### config.mk
export PLATFORM = sky130hd
export DESIGN_NAME = apb_slave_mem_flat
export DESIGN_NICKNAME = d
export VERILOG_FILES = /design/src/rtl/apb_slave_mem_if.sv /design/src/rtl/apb_slave_mem.sv /design/src/flat_wrapper.sv
export SDC_FILE = /design/constraint.sdc
export NUM_CORES = 1
export LEC_CHECK = 0
export ABC_AREA = 1
export BUFFER_PORTS_ARGS = -buffer_cell sky130_fd_sc_hd__buf_4
export CAP_MARGIN = 0
export CORE_MARGIN = 2
export CORE_UTILIZATION = 44
export CTS_CLUSTER_SIZE = 16
export DETAILED_ROUTE_END_ITERATION = 7
export PLACE_DENSITY = 0.65
export SYNTH_ARGS = -nofsm -noshare
export SYNTH_HDL_FRONTEND = slang
export SYNTH_SLANG_ARGS = --single-unit
### constraint.sdc
create_clock -name CLK -period 18.8 [get_ports CLK]
set_input_delay 0 -clock CLK [delete_from_list [all_inputs] [get_ports CLK]]
set_output_delay 0 -clock CLK [all_outputs]
set_load 0.01 [all_outputs]
### src/rtl/apb_slave_mem_if.sv
// APB completer-side bus bundle for apb_slave_mem.
// APB_SLAVE_MEM_PSLVERR_EN adds the PSLVERR response signal.
interface apb_slave_mem_if;
  logic        PSEL;
  logic        PENABLE;
  logic        PWRITE;
  logic [31:0] PADDR;
  logic [31:0] PWDATA;
  logic [31:0] PRDATA;
  logic        PREADY;
`ifdef APB_SLAVE_MEM_PSLVERR_EN
  logic        PSLVERR;

  modport master (
    output PSEL, PENABLE, PWRITE, PADDR, PWDATA,
    input  PRDATA, PREADY, PSLVERR
  );

  modport slave (
    input  PSEL, PENABLE, PWRITE, PADDR, PWDATA,
    output PRDATA, PREADY, PSLVERR
  );
`else
  modport master (
    output PSEL, PENABLE, PWRITE, PADDR, PWDATA,
    input  PRDATA, PREADY
  );

  modport slave (
    input  PSEL, PENABLE, PWRITE, PADDR, PWDATA,
    output PRDATA, PREADY
  );
`endif
endinterface

### src/rtl/apb_slave_mem.sv
// APB slave word memory with a fixed number of wait states per access.
// Optional feature macro: APB_SLAVE_MEM_PSLVERR_EN (PSLVERR on out-of-range access).
module apb_slave_mem #(
  parameter logic [31:0] BASE_ADDR   = 32'h0000_0000,
  parameter int unsigned DEPTH       = 16,
  parameter int unsigned WAIT_STATES = 0
) (
  input  logic          CLK,
  input  logic          PRESET,
  apb_slave_mem_if.slave apb
);

  localparam int unsigned IDX_W  = $clog2(DEPTH);
  localparam int unsigned CNT_W  = 4;
  localparam int unsigned DATA_W = 32;

  typedef enum logic [1:0] {
    S_IDLE  = 2'd0,
    S_WAIT  = 2'd1,
    S_READY = 2'd2
  } state_e;

  state_e              state_q, state_d;
  logic [CNT_W-1:0]    cnt_q, cnt_d;
  logic                write_q, write_d;
  logic [IDX_W-1:0]    idx_q, idx_d;
  logic                in_range_q, in_range_d;
  logic                pready_q, pready_d;
  logic [DATA_W-1:0]   prdata_q, prdata_d;
  logic [DATA_W-1:0]   mem_q [DEPTH];
  logic [DATA_W-1:0]   mem_d [DEPTH];
`ifdef APB_SLAVE_MEM_PSLVERR_EN
  logic                pslverr_q, pslverr_d;
`endif

  logic                in_range_c;
  logic [IDX_W-1:0]    idx_c;

  // Decode the live bus address into a range flag and word index.
  always_comb begin
    in_range_c = ({1'b0, apb.PADDR} >= {1'b0, BASE_ADDR}) &&
                 ({1'b0, apb.PADDR} < ({1'b0, BASE_ADDR} + 33'(4 * DEPTH)));
    idx_c      = IDX_W'((apb.PADDR - BASE_ADDR) >> 2);
  end

  // Next-state, memory update and registered response computation.
  always_comb begin
    state_d    = state_q;
    cnt_d      = cnt_q;
    write_d    = write_q;
    idx_d      = idx_q;
    in_range_d = in_range_q;
    mem_d      = mem_q;

    case (state_q)
      S_IDLE: begin
        if (apb.PSEL && !apb.PENABLE) begin
          write_d    = apb.PWRITE;
          idx_d      = idx_c;
          in_range_d = in_range_c;
          if (WAIT_STATES == 0) begin
            state_d = S_READY;
          end else begin
            cnt_d   = CNT_W'(WAIT_STATES - 1);
            state_d = S_WAIT;
          end
        end
      end
      S_WAIT: begin
        if (!apb.PSEL) begin
          state_d = S_IDLE;
        end else if (cnt_q == '0) begin
          state_d = S_READY;
        end else begin
          cnt_d = cnt_q - CNT_W'(1);
        end
      end
      S_READY: begin
        // Completion or abort both return to IDLE; only a completed in-range write commits.
        state_d = S_IDLE;
        if (apb.PSEL && apb.PENABLE && write_q && in_range_q) begin
          mem_d[idx_q] = apb.PWDATA;
        end
      end
      default: state_d = S_IDLE;
    endcase

    // READY is never held for more than one cycle, so PRDATA is loaded on entry
    // and naturally cleared on the edge that leaves it.
    pready_d = (state_d == S_READY);
    prdata_d = (state_d == S_READY && !write_d && in_range_d) ? mem_q[idx_d] : '0;
`ifdef APB_SLAVE_MEM_PSLVERR_EN
    pslverr_d = (state_d == S_READY) && !in_range_d;
`endif
  end

  // State, latched transfer attributes, response and memory registers.
  always_ff @(posedge CLK or posedge PRESET) begin
    if (PRESET) begin
      state_q    <= S_IDLE;
      cnt_q      <= '0;
      write_q    <= 1'b0;
      idx_q      <= '0;
      in_range_q <= 1'b0;
      pready_q   <= 1'b0;
      prdata_q   <= '0;
`ifdef APB_SLAVE_MEM_PSLVERR_EN
      pslverr_q  <= 1'b0;
`endif
      for (int i = 0; i < int'(DEPTH); i++) begin
        mem_q[i] <= '0;
      end
    end else begin
      state_q    <= state_d;
      cnt_q      <= cnt_d;
      write_q    <= write_d;
      idx_q      <= idx_d;
      in_range_q <= in_range_d;
      pready_q   <= pready_d;
      prdata_q   <= prdata_d;
`ifdef APB_SLAVE_MEM_PSLVERR_EN
      pslverr_q  <= pslverr_d;
`endif
      mem_q      <= mem_d;
    end
  end

  assign apb.PREADY  = pready_q;
  assign apb.PRDATA  = prdata_q;
`ifdef APB_SLAVE_MEM_PSLVERR_EN
  assign apb.PSLVERR = pslverr_q;
`endif

endmodule

### src/flat_wrapper.sv
// flat-port wrapper written by rule: the top's interface ports become plain ports
module apb_slave_mem_flat 
#(
  parameter logic [31:0] BASE_ADDR   = 32'h0000_0000,
  parameter int unsigned DEPTH       = 16,
  parameter int unsigned WAIT_STATES = 0
)
  (CLK, PRESET, apb_PSEL, apb_PENABLE, apb_PWRITE, apb_PADDR, apb_PWDATA, apb_PRDATA, apb_PREADY);
  apb_slave_mem_if apb_i ();
  input  logic CLK;
  input  logic PRESET;
  input wire logic [$bits(apb_i.PSEL)-1:0] apb_PSEL;
  input wire logic [$bits(apb_i.PENABLE)-1:0] apb_PENABLE;
  input wire logic [$bits(apb_i.PWRITE)-1:0] apb_PWRITE;
  input wire logic [$bits(apb_i.PADDR)-1:0] apb_PADDR;
  input wire logic [$bits(apb_i.PWDATA)-1:0] apb_PWDATA;
  output wire logic [$bits(apb_i.PRDATA)-1:0] apb_PRDATA;
  output wire logic [$bits(apb_i.PREADY)-1:0] apb_PREADY;
  assign apb_i.PSEL = apb_PSEL;
  assign apb_i.PENABLE = apb_PENABLE;
  assign apb_i.PWRITE = apb_PWRITE;
  assign apb_i.PADDR = apb_PADDR;
  assign apb_i.PWDATA = apb_PWDATA;
  assign apb_PRDATA = apb_i.PRDATA;
  assign apb_PREADY = apb_i.PREADY;
  apb_slave_mem #(.BASE_ADDR(BASE_ADDR), .DEPTH(DEPTH), .WAIT_STATES(WAIT_STATES)) u_core (.CLK(CLK), .PRESET(PRESET), .apb(apb_i));
endmodule
### Word-level counts from Yosys, hierarchy flattened

Index checks and enable logic that the tools add are counted.
Widths: inputs -> output; s select.

* add/sub/neg operators: 1
* $lt $le $gt $ge: 4
* equality and inequality tests: 3
* mux-type cells: 17
* bitwise operators: 3
* reductions and logical operators: 13

Operators by type and width (number)
* $bwmux 512: 1
* $bmux 32 s4: 1
* $demux 32 s4: 1
* $mux 32: 4
* $lt 32x7->1 const B: 1
* $ge 5x5->1 const B: 2
* $not 4->5: 2
* $mux 4: 2
* $logic_and 1x1->1: 7
* $mux 2: 3
* $lt 5x1->1 const B: 1
* $eq 2x2->1 const B: 2
* $logic_not 4->1: 1
* $mux 1: 4
* $pmux 2 s2: 1
* $sub 4x1->4 const B: 1
* $reduce_and 3->1: 1
* $eq 2x1->1 const B: 1
* $logic_not 1->1: 2
* $logic_not 2->1: 1
* $reduce_and 2->1: 1
* $not 1->1: 1

* bits in registers: 557
* bits of input ports: 69
* output and inout bits: 33
* logic and storage cells: 64

### Longest topological paths before layout

* word-level depth: 9
* mapped depth: 14

### Worst setup path before layout

No wires, ideal clock.

* path kind: register to register
* start point: register u_core.state_q[1]
* end point: register u_core.prdata_q[1] (netlist: u_core.apb.PRDATA[1])
* data arrival time: 1582 ps
* setup slack: 17102 ps
* cell stages (with the launch flop): 14
* path buffers: 3
* cell sequence: dfrtp_1 -> nor2_4 -> nand2_4 -> nand2_2 -> nand2_1 -> buf_4 -> buf_6 -> buf_6 -> nand2_1 -> nand3_1 -> nand3_1 -> nand2_1 -> nor2_1 -> nor2_1

* word-level cells in the longest chain between the ends: 7

Ends and longest elaborated chain
* start, declared: RTL line apb_slave_mem.sv:23 `state_e state_q, state_d;`
* start signal, assigned: RTL line apb_slave_mem.sv:114 `state_q <= state_d;`
* $logic_not 2->1 or $mux 2 (tied branches): RTL line apb_slave_mem.sv:55, apb_slave_mem.sv:72
* $mux 4 or $mux 2 (tied branches): RTL line apb_slave_mem.sv:55, apb_slave_mem.sv:70
* $not 4->5 (implied by the code) or $pmux 2 s2 (tied branches): RTL line apb_slave_mem.sv:91, apb_slave_mem.sv:55
* $bmux 32 s4 or $eq 2x2->1 (tied branches): RTL line apb_slave_mem.sv:91 `prdata_d = (state_d == S_READY && !write_d && in_range_d) ? mem_q[idx_d] : '0;`
* $mux 32 (implied by the code) or $logic_and 1x1->1 (tied branches) (2 in series): RTL line apb_slave_mem.sv:91
* $mux 32 (*): RTL line apb_slave_mem.sv:91
* net u_core.prdata_d[1]: RTL line apb_slave_mem.sv:29 `logic [DATA_W-1:0] prdata_q, prdata_d;`
* end signal, assigned: RTL line apb_slave_mem.sv:120 `prdata_q <= prdata_d;`
* end, declared: RTL line apb_slave_mem.sv:29

The timed path passes the listed nets; every way through them passes the cells marked *. The select of a mux whose other input is x is not followed.
A chain may end at the register's enable or synchronous reset.

### Worst setup path in the final report

* start point: register u_core.state_q[1]
* end point: register u_core.prdata_q[31] (netlist: u_core.apb.PRDATA[31])

The elaborated chain is that of the path after synthesis.

==> metrics <==
status finished clean; most frequent cells in the layout nand2_1 (1,105), dfrtp_1 (557), o21ai_0 (499); Post-Syn Area per Cell 8.104 sq um; Clock Skew 0.02266 ns; Worst Path Max Fanout 100; core area 56,170 sq um; commonest non-fill, non-tap cell in the layout nand2_1; antenna-violating nets left 0; first-pass GRT wire length 116,400 microns; Worst EP arrival 4.46 ns; Startpoint Class flop; Setup violations, final 0; DRC 0; max-cap viol count 0; Max Slew Vio Count 0; fraction of registers with async set/reset 1.000; Rows 87; drt pass-1 iters 6; Hold Startpoint apb_PADDR[31]; Overflow after GRT 0; period utilization 0.2123; layout net count 3,134; ratio of cells with drive above 1 in the final layout 0.08390; Syn Std Cell Area 24,900 sq um; Critical Path RT 19.27 ns; vias in the first global route 20,550; power per cell area 97.07 nW/um^2; synthesized net count 3,142; vias post-DR 21,300; RR Startpoint u_core.state_q[1]; Hold Path Cell Cnt 7; 1st-iter DRT viols 2,185; Logic pwr share 0.119; Synth-to-Final Area Change 13.65%; IO Count 102; critical path class reg2reg; sequential-to-total area share from yosys stat 0.5599; maximum VDD drop 0.00009129 V; worst hold path class in2reg; Flop pwr share 0.443; starting density of the core 0.4432; total CTS buffers 56; Synth Flop Type dfrtp_1; clock root cell clkbuf_16; fmax 250.6 MHz; slew margin rel. 0.1873; r2r setup slk 14.81 ns; dpl hpwl 37,080 microns; Routed wire per std cell 18.78 microns; clock group share of total power 0.438; switch share 0.2648; largest cells by area after synthesis dfrtp_1 (56%), nand2_1 (17%), o21ai_0 (10%), nand3_1 (8.5%), clkbuf_1 (2.3%); met2 usage in global routing 0.4162; layer with the highest usage met2; final core occ 0.5037; Yosys top cell area share 0.5599; multi-input logic area 9716 sq um; H-tree levels 2; final hold viol count 0; met1 GRT Util 0.3394; CTS sink cnt 557; Die ar. 58,500 sq um; Die X 241.9 microns; Worst Tran Pin Value 1.219 ns; GPL Wtd Cong 0.7638; vias per std cell 5.507; Yosys warning count 0; # fillers 5,295; Worst R2R End u_core.apb.PRDATA[31]; largest net degree at the start of global routing 135; largest area contributor in the netlist dfrtp_1; internal power 2.019 mW; Tmin final 3.991 ns; initial antenna violation count 1; Register Area 13,940 sq um; number of flops mapped to enable cells by yosys 0; WL final 72,620 microns; Fin Setup TNS 0 ns; Hold Crit Endpoint u_core.in_range_q; library cells used by synthesis 27; Worst Setup End Kind flop; Worst-path clk slew 0.07 ns; setup bufs post-CTS 0; hold buffers post-CTS 42; P_leak 12.84 nW; Total Routing Usage GR 0.2494; cts repair resizes 0; clk_lat worst skew 0.62 ns; number of synthesized register bits 557; Ant. Diodes 0; port buffer count 99; Net Sw Power 0.7274 mW; RSZ-0062 raised after global routing false; reg2reg path depth 12; TritonCTS clock tree done; GR Layer Usage met3 0.03452; Clock Path Buffers 3; Mapped Cells 3,072; Die Y 241.9 microns
==> cell type report <==
class,instances,area share
Inverter,71,0.009729
Tap cell,756,0.03343
Clock inverter,25,0.01190
Clock buffer,80,0.05877
Timing Repair Buffer,175,0.05015
Multi-Input combinational cell,2203,0.3434
Sequential cell,557,0.4926
==> flip-flops by register name, summed over array words and instances, names as in the netlist <==
register,count
u_core.write_q,1
u_core.cnt_q,4
u_core.mem_q,512
u_core.in_range_q,1
u_core.apb.PRDATA,32
u_core.apb.PREADY,1
u_core.state_q,2
u_core.idx_q,4
==> synthesized netlist by cell type (2+ instances only) <==
master / instances
nand3_1: 424
nor2_1: 119
o21ai_2: 3
inv_1: 68
dfrtp_1: 557
nand4_2: 4
buf_4: 4
nand2_1: 1114
inv_2: 3
buf_6: 12
o21ai_0: 499
buf_1: 5
nand4_1: 5
xor2_1: 2
nand2_2: 2
nand3_2: 3
o21ai_1: 19
nor2_4: 2
buf_2: 68
clkbuf_1: 152
==> routing by layer <==
layer / share of wire / up-vias
li1: - / 9960
met1: 0.42 / 10300
met2: 0.47 / 884
met3: 0.075 / 147
met4: 0.026 / 0
met5: 0 / -
==> stage by stage <==
step	area (sq um)	power [mW]	std cells	hold WS, ns	worst slack [ns]
2_1_floorplan	24900	1.467	3072	0.1688	3.224
3_3_place_gp	25870	1.552	3720	0.2479	15.01
3_5_place_dp	25870	1.555	3720	0.2685	15.00
4_1_cts	28290	2.765	3867	0.01065	14.94
5_1_grt	28290	2.850	3867	0.09567	14.65
6_report	28290	2.747	3867	0.02912	14.81
==> worst max path at each step <==
stage                                 start                    end  slack [ns]  cells past startpoint
after global placement    u_core.state_q[1]  u_core.apb.PRDATA[31]       15.01                     12
final                     u_core.state_q[1]  u_core.apb.PRDATA[31]       14.81                     12
after global routing      u_core.state_q[1]  u_core.apb.PRDATA[31]       14.65                     12
after detailed placement  u_core.state_q[1]  u_core.apb.PRDATA[31]       15.00                     12
after CTS                 u_core.state_q[1]  u_core.apb.PRDATA[31]       14.94                     12
after floorplan                      PRESET   u_core.apb.PRDATA[0]        3.22                      1
==> worst max-delay path, stage by stage (launching register included) <==
cell and delay [ns]:
dfrtp_1 0.41, nor2_4 0.07, nand2_4 0.22, nand2_2 0.06, buf_4 0.33, nand2_4 0.77
buf_4 1.01, nand2_1 0.13, nand3_1 0.12, nand3_1 0.09, nand3_1 0.10, nand2_1 0.06
nor2_1 0.34
==> kinds of logic (layout without fill, tap and decap cells) <==
logic type,Yosys count,count (layout),share of synthesized area
simple gates,1678,1678,0.2788
compound gates,522,522,0.1054
buf+inv,312,351,0.05468
xor+xnor,2,2,0.0007038
fa+ha+maj,1,1,0.0005025
flops,557,557,0.5599
==> power by group through the flow <==
| stage | Clock, mW | Combinational [mW] | Sequential [mW] |
|---|---|---|---|
| 6_report | 1.20 | 0.326 | 1.22 |
| 5_1_grt | 1.27 | 0.359 | 1.22 |
| 4_1_cts | 1.22 | 0.325 | 1.22 |
| 3_5_place_dp | 0 | 0.316 | 1.24 |
| 3_3_place_gp | 0 | 0.314 | 1.24 |
| 2_1_floorplan | 0 | 0.231 | 1.24 |
Note: power is estimated with default switching activity, not from simulation.
